===== config.mk =====
export PLATFORM = sky130hd
export DESIGN_NAME = rs_issue_scheduler
export DESIGN_NICKNAME = d
export VERILOG_FILES = /design/src/rtl/types_pkg.sv /design/src/rtl/rs_age_picker.sv /design/src/rtl/rs_issue_scheduler.sv
export SDC_FILE = /design/constraint.sdc
export NUM_CORES = 2
export LEC_CHECK = 0
export BUFFER_PORTS_ARGS = -buffer_cell sky130_fd_sc_hd__buf_4
export CAP_MARGIN = 20
export CORE_MARGIN = 4
export CORE_UTILIZATION = 45
export CTS_CLUSTER_DIAMETER = 150
export CTS_CLUSTER_SIZE = 40
export DETAILED_ROUTE_END_ITERATION = 16
export GPL_TIMING_DRIVEN = 1
export PLACE_DENSITY = 0.63
export SLEW_MARGIN = 15
export SYNTH_ARGS = -nofsm -noshare
export SYNTH_HDL_FRONTEND = slang
export SYNTH_SLANG_ARGS = --single-unit

===== constraint.sdc =====
create_clock -name clk -period 51.6 [get_ports clk]
set_clock_uncertainty 0.2 [all_clocks]
set_input_delay 7.74 -clock clk [delete_from_list [all_inputs] [get_ports clk]]
set_output_delay 7.74 -clock clk [all_outputs]
set_load 0.02 [all_outputs]

===== src/rtl/types_pkg.sv =====
// Shared types for the reservation-station scheduler: the rs_data entry format,
// tag/age typedefs and the writeback broadcast bus.
package types_pkg;

  localparam int unsigned RS_DEPTH  = 8;
  localparam int unsigned RS_PREG_W = 7;

  typedef logic [2:0]           rs_age_t;
  typedef logic [RS_PREG_W-1:0] preg_t;

  // 72-bit entry; valid and age are owned by the scheduler, the rest by dispatch.
  typedef struct packed {
    logic        valid;
    rs_age_t     age;
    preg_t       pr1;
    logic        pr1_ready;
    preg_t       pr2;
    logic        pr2_ready;
    preg_t       prd;
    logic [6:0]  opcode;
    logic [2:0]  fu;
    logic [2:0]  rob_idx;
    logic [31:0] imm;
  } rs_data;

  typedef struct packed {
    logic  valid;
    preg_t preg;
  } wb_bus_t;

endpackage


===== src/rtl/rs_age_picker.sv =====
// Combinational oldest-first picker: grants the eligible entry with the smallest age.
module rs_age_picker
  import types_pkg::*;
#(
  parameter int unsigned DEPTH = RS_DEPTH,
  parameter int unsigned IdxW  = (DEPTH > 1) ? $clog2(DEPTH) : 1
) (
  input  logic [DEPTH-1:0] elig_i,
  input  rs_age_t          age_i [DEPTH],
  output logic [DEPTH-1:0] grant_o,
  output logic [IdxW-1:0]  sel_idx_o,
  output logic             any_valid_o
);

  always_comb begin
    rs_age_t best;
    best        = '1;
    any_valid_o = 1'b0;
    sel_idx_o   = '0;
    for (int i = 0; i < DEPTH; i++) begin
      if (elig_i[i] && (!any_valid_o || (age_i[i] < best))) begin
        any_valid_o = 1'b1;
        best        = age_i[i];
        sel_idx_o   = IdxW'(i);
      end
    end
    grant_o = '0;
    if (any_valid_o) grant_o[sel_idx_o] = 1'b1;
  end

endmodule


===== src/rtl/rs_issue_scheduler.sv =====
// Age-ordered reservation station: buffers dispatched entries, snoops writeback
// tags for wakeup and issues the oldest fully-ready entry to one FU port.
module rs_issue_scheduler
  import types_pkg::*;
#(
  parameter int unsigned DEPTH  = RS_DEPTH,
  parameter int unsigned NUM_WB = 2,
  parameter int unsigned PREG_W = RS_PREG_W
) (
  input  logic                     clk,
  input  logic                     reset,
  input  logic                     flush,
  input  logic                     disp_valid,
  output logic                     disp_ready,
  input  rs_data                   disp_data,
  input  logic [NUM_WB-1:0]        wb_valid,
  input  logic [NUM_WB*PREG_W-1:0] wb_preg,
  output logic                     issue_valid,
  input  logic                     issue_ready,
  output rs_data                   issue_data,
  output logic [3:0]               occupancy
);

  localparam int unsigned IdxW = (DEPTH > 1) ? $clog2(DEPTH) : 1;

  rs_data           entry_q [DEPTH];
  rs_data           entry_d [DEPTH];
  logic [3:0]       occ_q, occ_d;
  wb_bus_t          wb [NUM_WB];
  logic [DEPTH-1:0] elig;
  rs_age_t          ages [DEPTH];
  logic [DEPTH-1:0] grant;
  logic [IdxW-1:0]  sel_idx;
  logic [IdxW-1:0]  free_idx;
  logic             any_elig;
  logic             issue_fire, disp_fire;
  rs_age_t          sel_age;
  rs_data           new_entry;

  always_comb begin
    for (int k = 0; k < NUM_WB; k++) begin
      wb[k].valid = wb_valid[k];
      wb[k].preg  = wb_preg[k*PREG_W +: PREG_W];
    end
  end

  always_comb begin
    for (int i = 0; i < DEPTH; i++) begin
      elig[i] = entry_q[i].valid & entry_q[i].pr1_ready & entry_q[i].pr2_ready;
      ages[i] = entry_q[i].age;
    end
  end

  rs_age_picker #(
    .DEPTH(DEPTH),
    .IdxW (IdxW)
  ) u_picker (
    .elig_i     (elig),
    .age_i      (ages),
    .grant_o    (grant),
    .sel_idx_o  (sel_idx),
    .any_valid_o(any_elig)
  );

  always_comb begin
    free_idx = '0;
    for (int i = DEPTH - 1; i >= 0; i--) begin
      if (!entry_q[i].valid) free_idx = IdxW'(i);
    end
  end

  assign disp_ready  = (occ_q < 4'(DEPTH));
  assign issue_valid = any_elig;
  assign issue_data  = any_elig ? entry_q[sel_idx] : '0;
  assign occupancy   = occ_q;
  assign issue_fire  = any_elig & issue_ready & ~flush;
  assign disp_fire   = disp_valid & disp_ready & ~flush;

  always_comb begin
    sel_age         = entry_q[sel_idx].age;
    new_entry       = disp_data;
    new_entry.valid = 1'b1;
    new_entry.age   = occ_q[2:0] - {2'b00, issue_fire};
    // Same-cycle broadcasts must not be lost for the entry being written.
    for (int k = 0; k < NUM_WB; k++) begin
      if (wb[k].valid && (wb[k].preg == disp_data.pr1)) new_entry.pr1_ready = 1'b1;
      if (wb[k].valid && (wb[k].preg == disp_data.pr2)) new_entry.pr2_ready = 1'b1;
    end
    for (int i = 0; i < DEPTH; i++) begin
      entry_d[i] = entry_q[i];
      if (entry_q[i].valid) begin
        for (int k = 0; k < NUM_WB; k++) begin
          if (wb[k].valid && (wb[k].preg == entry_q[i].pr1)) entry_d[i].pr1_ready = 1'b1;
          if (wb[k].valid && (wb[k].preg == entry_q[i].pr2)) entry_d[i].pr2_ready = 1'b1;
        end
        if (issue_fire && grant[i]) begin
          entry_d[i].valid = 1'b0;
        end else if (issue_fire && (entry_q[i].age > sel_age)) begin
          entry_d[i].age = entry_q[i].age - 3'd1;
        end
      end
      if (disp_fire && (free_idx == IdxW'(i))) entry_d[i] = new_entry;
      if (flush) entry_d[i].valid = 1'b0;
    end
    occ_d = flush ? 4'd0 : (occ_q + {3'b000, disp_fire} - {3'b000, issue_fire});
  end

  always_ff @(posedge clk or posedge reset) begin
    if (reset) begin
      for (int i = 0; i < DEPTH; i++) entry_q[i] <= '0;
      occ_q <= '0;
    end else begin
      for (int i = 0; i < DEPTH; i++) entry_q[i] <= entry_d[i];
      occ_q <= occ_d;
    end
  end

endmodule


Yosys cells after proc, flatten, opt, wreduce, memory -nomap -nowiden:

Cells that the tools add are included.

* bits in registers: 580
* input port bits: 93
* output and inout port bits: 78

* add/subtract/negate cells: 11
* magnitude comparators: 19
* equal/unequal tests: 51
* muxes and demuxes: 138
* bitwise operators: 22
* reduce and logical (&&, ||, !) cells: 139

Operator list (count)
* $mux 72: 11
* $eq 7x7->1: 36
* $bmux 72 s3: 1
* $mux 3: 35
* $mux 1: 78
* $logic_and 1x1->1: 68
* $reduce_bool 3->1: 16
* $mux 4: 9
* $reduce_and 2->1: 16
* $reduce_bool 2->1: 16
* $gt 3x3->1: 8
* $reduce_and 3->1: 8
* $sub 3x1->3 const B: 8
* $lt 3x3->1: 7
* $and 1x1->1: 20
* $ne 2x1->1 const B: 8
* $eq 3x3->1 const B: 4
* $mux 8: 1
* $logic_not 1->1: 7
* $logic_or 1x1->1: 7
* $eq 3x2->1 const B: 2
* $add 4x1->4: 1
* $ge 4x4->1 const B: 1
* $lt 3x4->1 const B: 1
* other kinds (10): 11

Depth between registers and ports, before layout:

* depth in word-level cells: 42
* gate-level depth with buffers: 65

Cells and area by module:

From an unflattened synthesis, not the netlist that was laid out.

* cell total of the unflattened synthesis: 2557
* area, all modules: 31687.9 um^2

By module, submodules not included
* rs_issue_scheduler: instances 1, cells each 2392, area an instance 30563.1 um^2, sequential area each 14513.9 um^2
* rs_age_picker: instances 1, cells each 165, area an instance 1124.8 um^2, sequential area each 0.0 um^2

Worst setup path after synthesis:

OpenSTA, ideal clock, no wires.

* path type: register -> output
* start point: register, netlist name entry_q[564]
* end point: output port issue_data[68] in the netlist's numbering
* arrival: 10463 ps
* required time: 43660 ps
* slack: 33197 ps
* cell stages (with the launch flop): 51
* buffers on the path: 3
* path through: dfrtp_1 > nand3_1 > nor2_1 > ha_1 > nor2_1 > o31ai_1 > nor2_1 > a21oi_1 > inv_1 > ha_1 > a21boi_0 > o21ai_0 > and2_0 > mux2i_1 > ha_1 > o31a_1 > or2_1 > o41ai_2 > [15 not listed] > buf_2 > o21ai_0 > ha_1 > a2111o_1 > o41ai_4 > a31oi_2 > nor2_1 > o21ba_2 > ha_1 > and3_1 > o21ai_0 > nand2_1 > a21oi_1 > clkbuf_1 > buf_1 > a21oi_1 > nor3b_1 > and2_1

RTL lines
* to (decl): RTL line rs_issue_scheduler.sv:20 `output rs_data issue_data,`

==> impl_metrics.env <==
export IMPL_status="finished, final reports clean"
export IMPL_routabilityCongestion=0.918
export IMPL_p_per_area_nw_per_um2=30.0
export IMPL_crit_path_frequent_cell="ha_1"
export IMPL_area_growth_pct=8.07
export IMPL_cts_resized=0
export IMPL_hold_viol=0
export IMPL_synthTopCellsByCount="nand2_1 (765), dfrtp_1 (580), mux2_2 (332), clkbuf_1 (194), nor2_1 (175)"
export IMPL_drt_first_pass_iters=5
export IMPL_timing_worst_setup_path_type="flop to primary output"
export IMPL_hold_buffers=0
export IMPL_holdCritPathClass="flop to flop"
export IMPL_r2r_setup_slack_ps=35970
export IMPL_end_kind="primary output"
export IMPL_arrival_ps=14350
export IMPL_dieWidth_um=271
export IMPL_cts_setup_buffers=0
export IMPL_synth_top_cell_area_share_pct=46.6
export IMPL_clock_latency_ps=600
export IMPL_final_core_util_pct=49.0
export IMPL_core_um2=68600
export IMPL_dieArea_um2=73400
export IMPL_ant_nets=0
export IMPL_worstPathRequired_ps=43660
export IMPL_rows=96
export IMPL_yosysMostFrequentCell="nand2_1"
export IMPL_clk_pin_slew_ps=160
export IMPL_drtIter0Drc=1960
export IMPL_ys_top_cells_by_area="dfrtp_1 (47%), mux2_2 (12%), nand2_1 (9.2%), xnor2_1 (4.3%), xor2_1 (3.2%)"
export IMPL_cp_max_fo=48
export IMPL_cts_max_path_buffers=3
export IMPL_setup_tns_final_ps=0
export IMPL_synth_cell_types=83
export IMPL_setup_viol=0
export IMPL_syn_nets=3394
export IMPL_wirelength_um=91800
export IMPL_numCtsBuffers=18
export IMPL_viasPerCell=5.78
export IMPL_synth_edff_count=0
export IMPL_antenna_found_initial=6
export IMPL_vias=24200
export IMPL_tightest_slew_ps=1170
export IMPL_slowest_delay_ps=740
export IMPL_wl_met3_um=5620
export IMPL_maxSlewViolCount=0
export IMPL_gr_total_overflow=0
export IMPL_grt_pass1_wl_um=143000
export IMPL_synth_seq_cells=580
export IMPL_die_h_um=271
export IMPL_cts_sinks=580
export IMPL_max_cap_viol_count=0
export IMPL_crit_path_top_delay_cell="buf_4"
export IMPL_period_share_pct=43.2
export IMPL_syn_inst=3261
export IMPL_maxSlewHeadroom_pct=21.8
export IMPL_async_flop_share_pct=100
export IMPL_start_kind="flop"
export IMPL_vdd_drop_max_v=0.0000209
export IMPL_fmax_mhz=44.9
export IMPL_wire_per_inst_um=21.9
export IMPL_track_usage_pct=24.5
export IMPL_cts_root_buf="clkbuf_16"
export IMPL_yosys_area_top_type="dfrtp_1"
export IMPL_synth_main_ff_cell="dfrtp_1"
export IMPL_leakage_nw=16.4
export IMPL_top_layer="met5"
export IMPL_nNetsFinal=3394
export IMPL_cts_tree="done"
export IMPL_portBuffers=166
export IMPL_grt_max_degree=89
export IMPL_yosysSeqAreaShare_pct=46.6
export IMPL_syn_area_per_cell_um2=9.55
export IMPL_min_period_ps=22290
export IMPL_drc=0
export IMPL_initial_core_util_pct=45.4
export IMPL_met1Wirelength_um=41400
export IMPL_syn_area_um2=31100
export IMPL_rsz0062_at_grt="false"
export IMPL_dpl_hpwl_um=55800
export IMPL_cts_htree_levels=1
export IMPL_ios=171
export IMPL_drive_gt1_share_pct=18.5
export IMPL_ys_warnings_count=0
export IMPL_wl_met2_um=42800
export IMPL_first_global_vias=23800
## metal layers
| layer | global-route usage, % | up-vias |
|---|---|---|
| met4 | 6.15 | 6 |
| met5 | 0 | - |
| li1 | - | 11200 |
| met2 | 40.2 | 695 |
| met1 | 34.3 | 12200 |
| met3 | 3.72 | 119 |
## layout by cell type, fill, tap and decap left out, types with 6 or more instances in the layout
cell type	instances
mux2_2	332
xnor2_1	152
nor2b_1	10
a211oi_1	41
o221ai_1	12
nand2_1	757
o21ai_0	145
a21oi_1	62
clkbuf_16	19
a21o_1	8
and3_1	10
nor3_1	71
a31oi_1	16
xor2_1	113
nand2b_1	7
nor4_1	19
and2_1	10
o211ai_1	76
buf_4	205
a21boi_0	6
inv_1	45
o22ai_1	98
dfrtp_1	580
mux2i_1	51
nor2_1	175
nand4_1	54
nand3_1	23
or3_1	11
ha_1	39
nand2_4	7
## per-stage QoR
step | worst slack, ps | cell area [um^2] | hold slack (ps) | total power [mW] | cells
floorplan | 27430 | 31100 | 240 | 0.730 | 3261
global placement | 29870 | 33100 | 252 | 0.801 | 4169
detailed placement | 29760 | 33100 | 257 | 0.806 | 4170
CTS | 28990 | 33600 | 290 | 1.01 | 4191
global route | 28430 | 33600 | 304 | 1.06 | 4194
finish | 29310 | 33600 | 286 | 1.01 | 4196
## cell type report
type | count | area [um^2]
antenna | 3 | 7.51
clock buffer | 19 | 475
clock inverter | 2 | 23.8
fill | 6467 | 34900
inverter | 50 | 199
multi-input combinational | 2403 | 15700
sequential | 580 | 14500
tap | 931 | 1160
timing repair buffer | 208 | 1580
## flip-flops by register name (all words and copies together), names as in the netlist
register	count
occupancy	4
entry_q	552
ages	24
## worst max-delay path: cells and delay by family, from the launching register on
kind,cells,cell delay (ps)
multiplexers,2,530
AND/OR/NAND/NOR,13,2800
AO/OA/AOI/OAI,22,5840
adder cells (fa/ha/maj),7,1820
buffers and inverters,8,2000
flip-flops,1,700
## report_power, final
group / internal, mW / switching (mW)
Sequential: 0.507 / 0.0427
Combinational: 0.111 / 0.138
Clock: 0.0683 / 0.141
## logic make-up after synthesis
logic type / after synthesis / synth area share [%]
compound gates: 533 / 11.3
mux: 383 / 13.7
flops: 580 / 46.6
simple gates: 1180 / 15.9
buf+inv: 278 / 3.37
xor+xnor: 265 / 7.46
fa+ha+maj: 42 / 1.70
## path summary, 6_finish.rpt
kind / from / end / depth (start not counted)
setup / recovery: entry_q[575]$_DFF_PP0_ / issue_data[37] / 52
hold / removal: entry_q[460]$_DFFE_PP0P_ / entry_q[460]$_DFFE_PP0P_ / 2
setup reg to reg: entry_q[575]$_DFF_PP0_ / ages[5]$_DFFE_PP0P_ / 59
hold reg to reg: entry_q[460]$_DFFE_PP0P_ / entry_q[460]$_DFFE_PP0P_ / 2
max in group asynchronous: reset / entry_q[65]$_DFFE_PP0P_ / 4
min in group asynchronous: reset / entry_q[540]$_DFFE_PP0P_ / 2
Power figures use the tool's default switching activity.
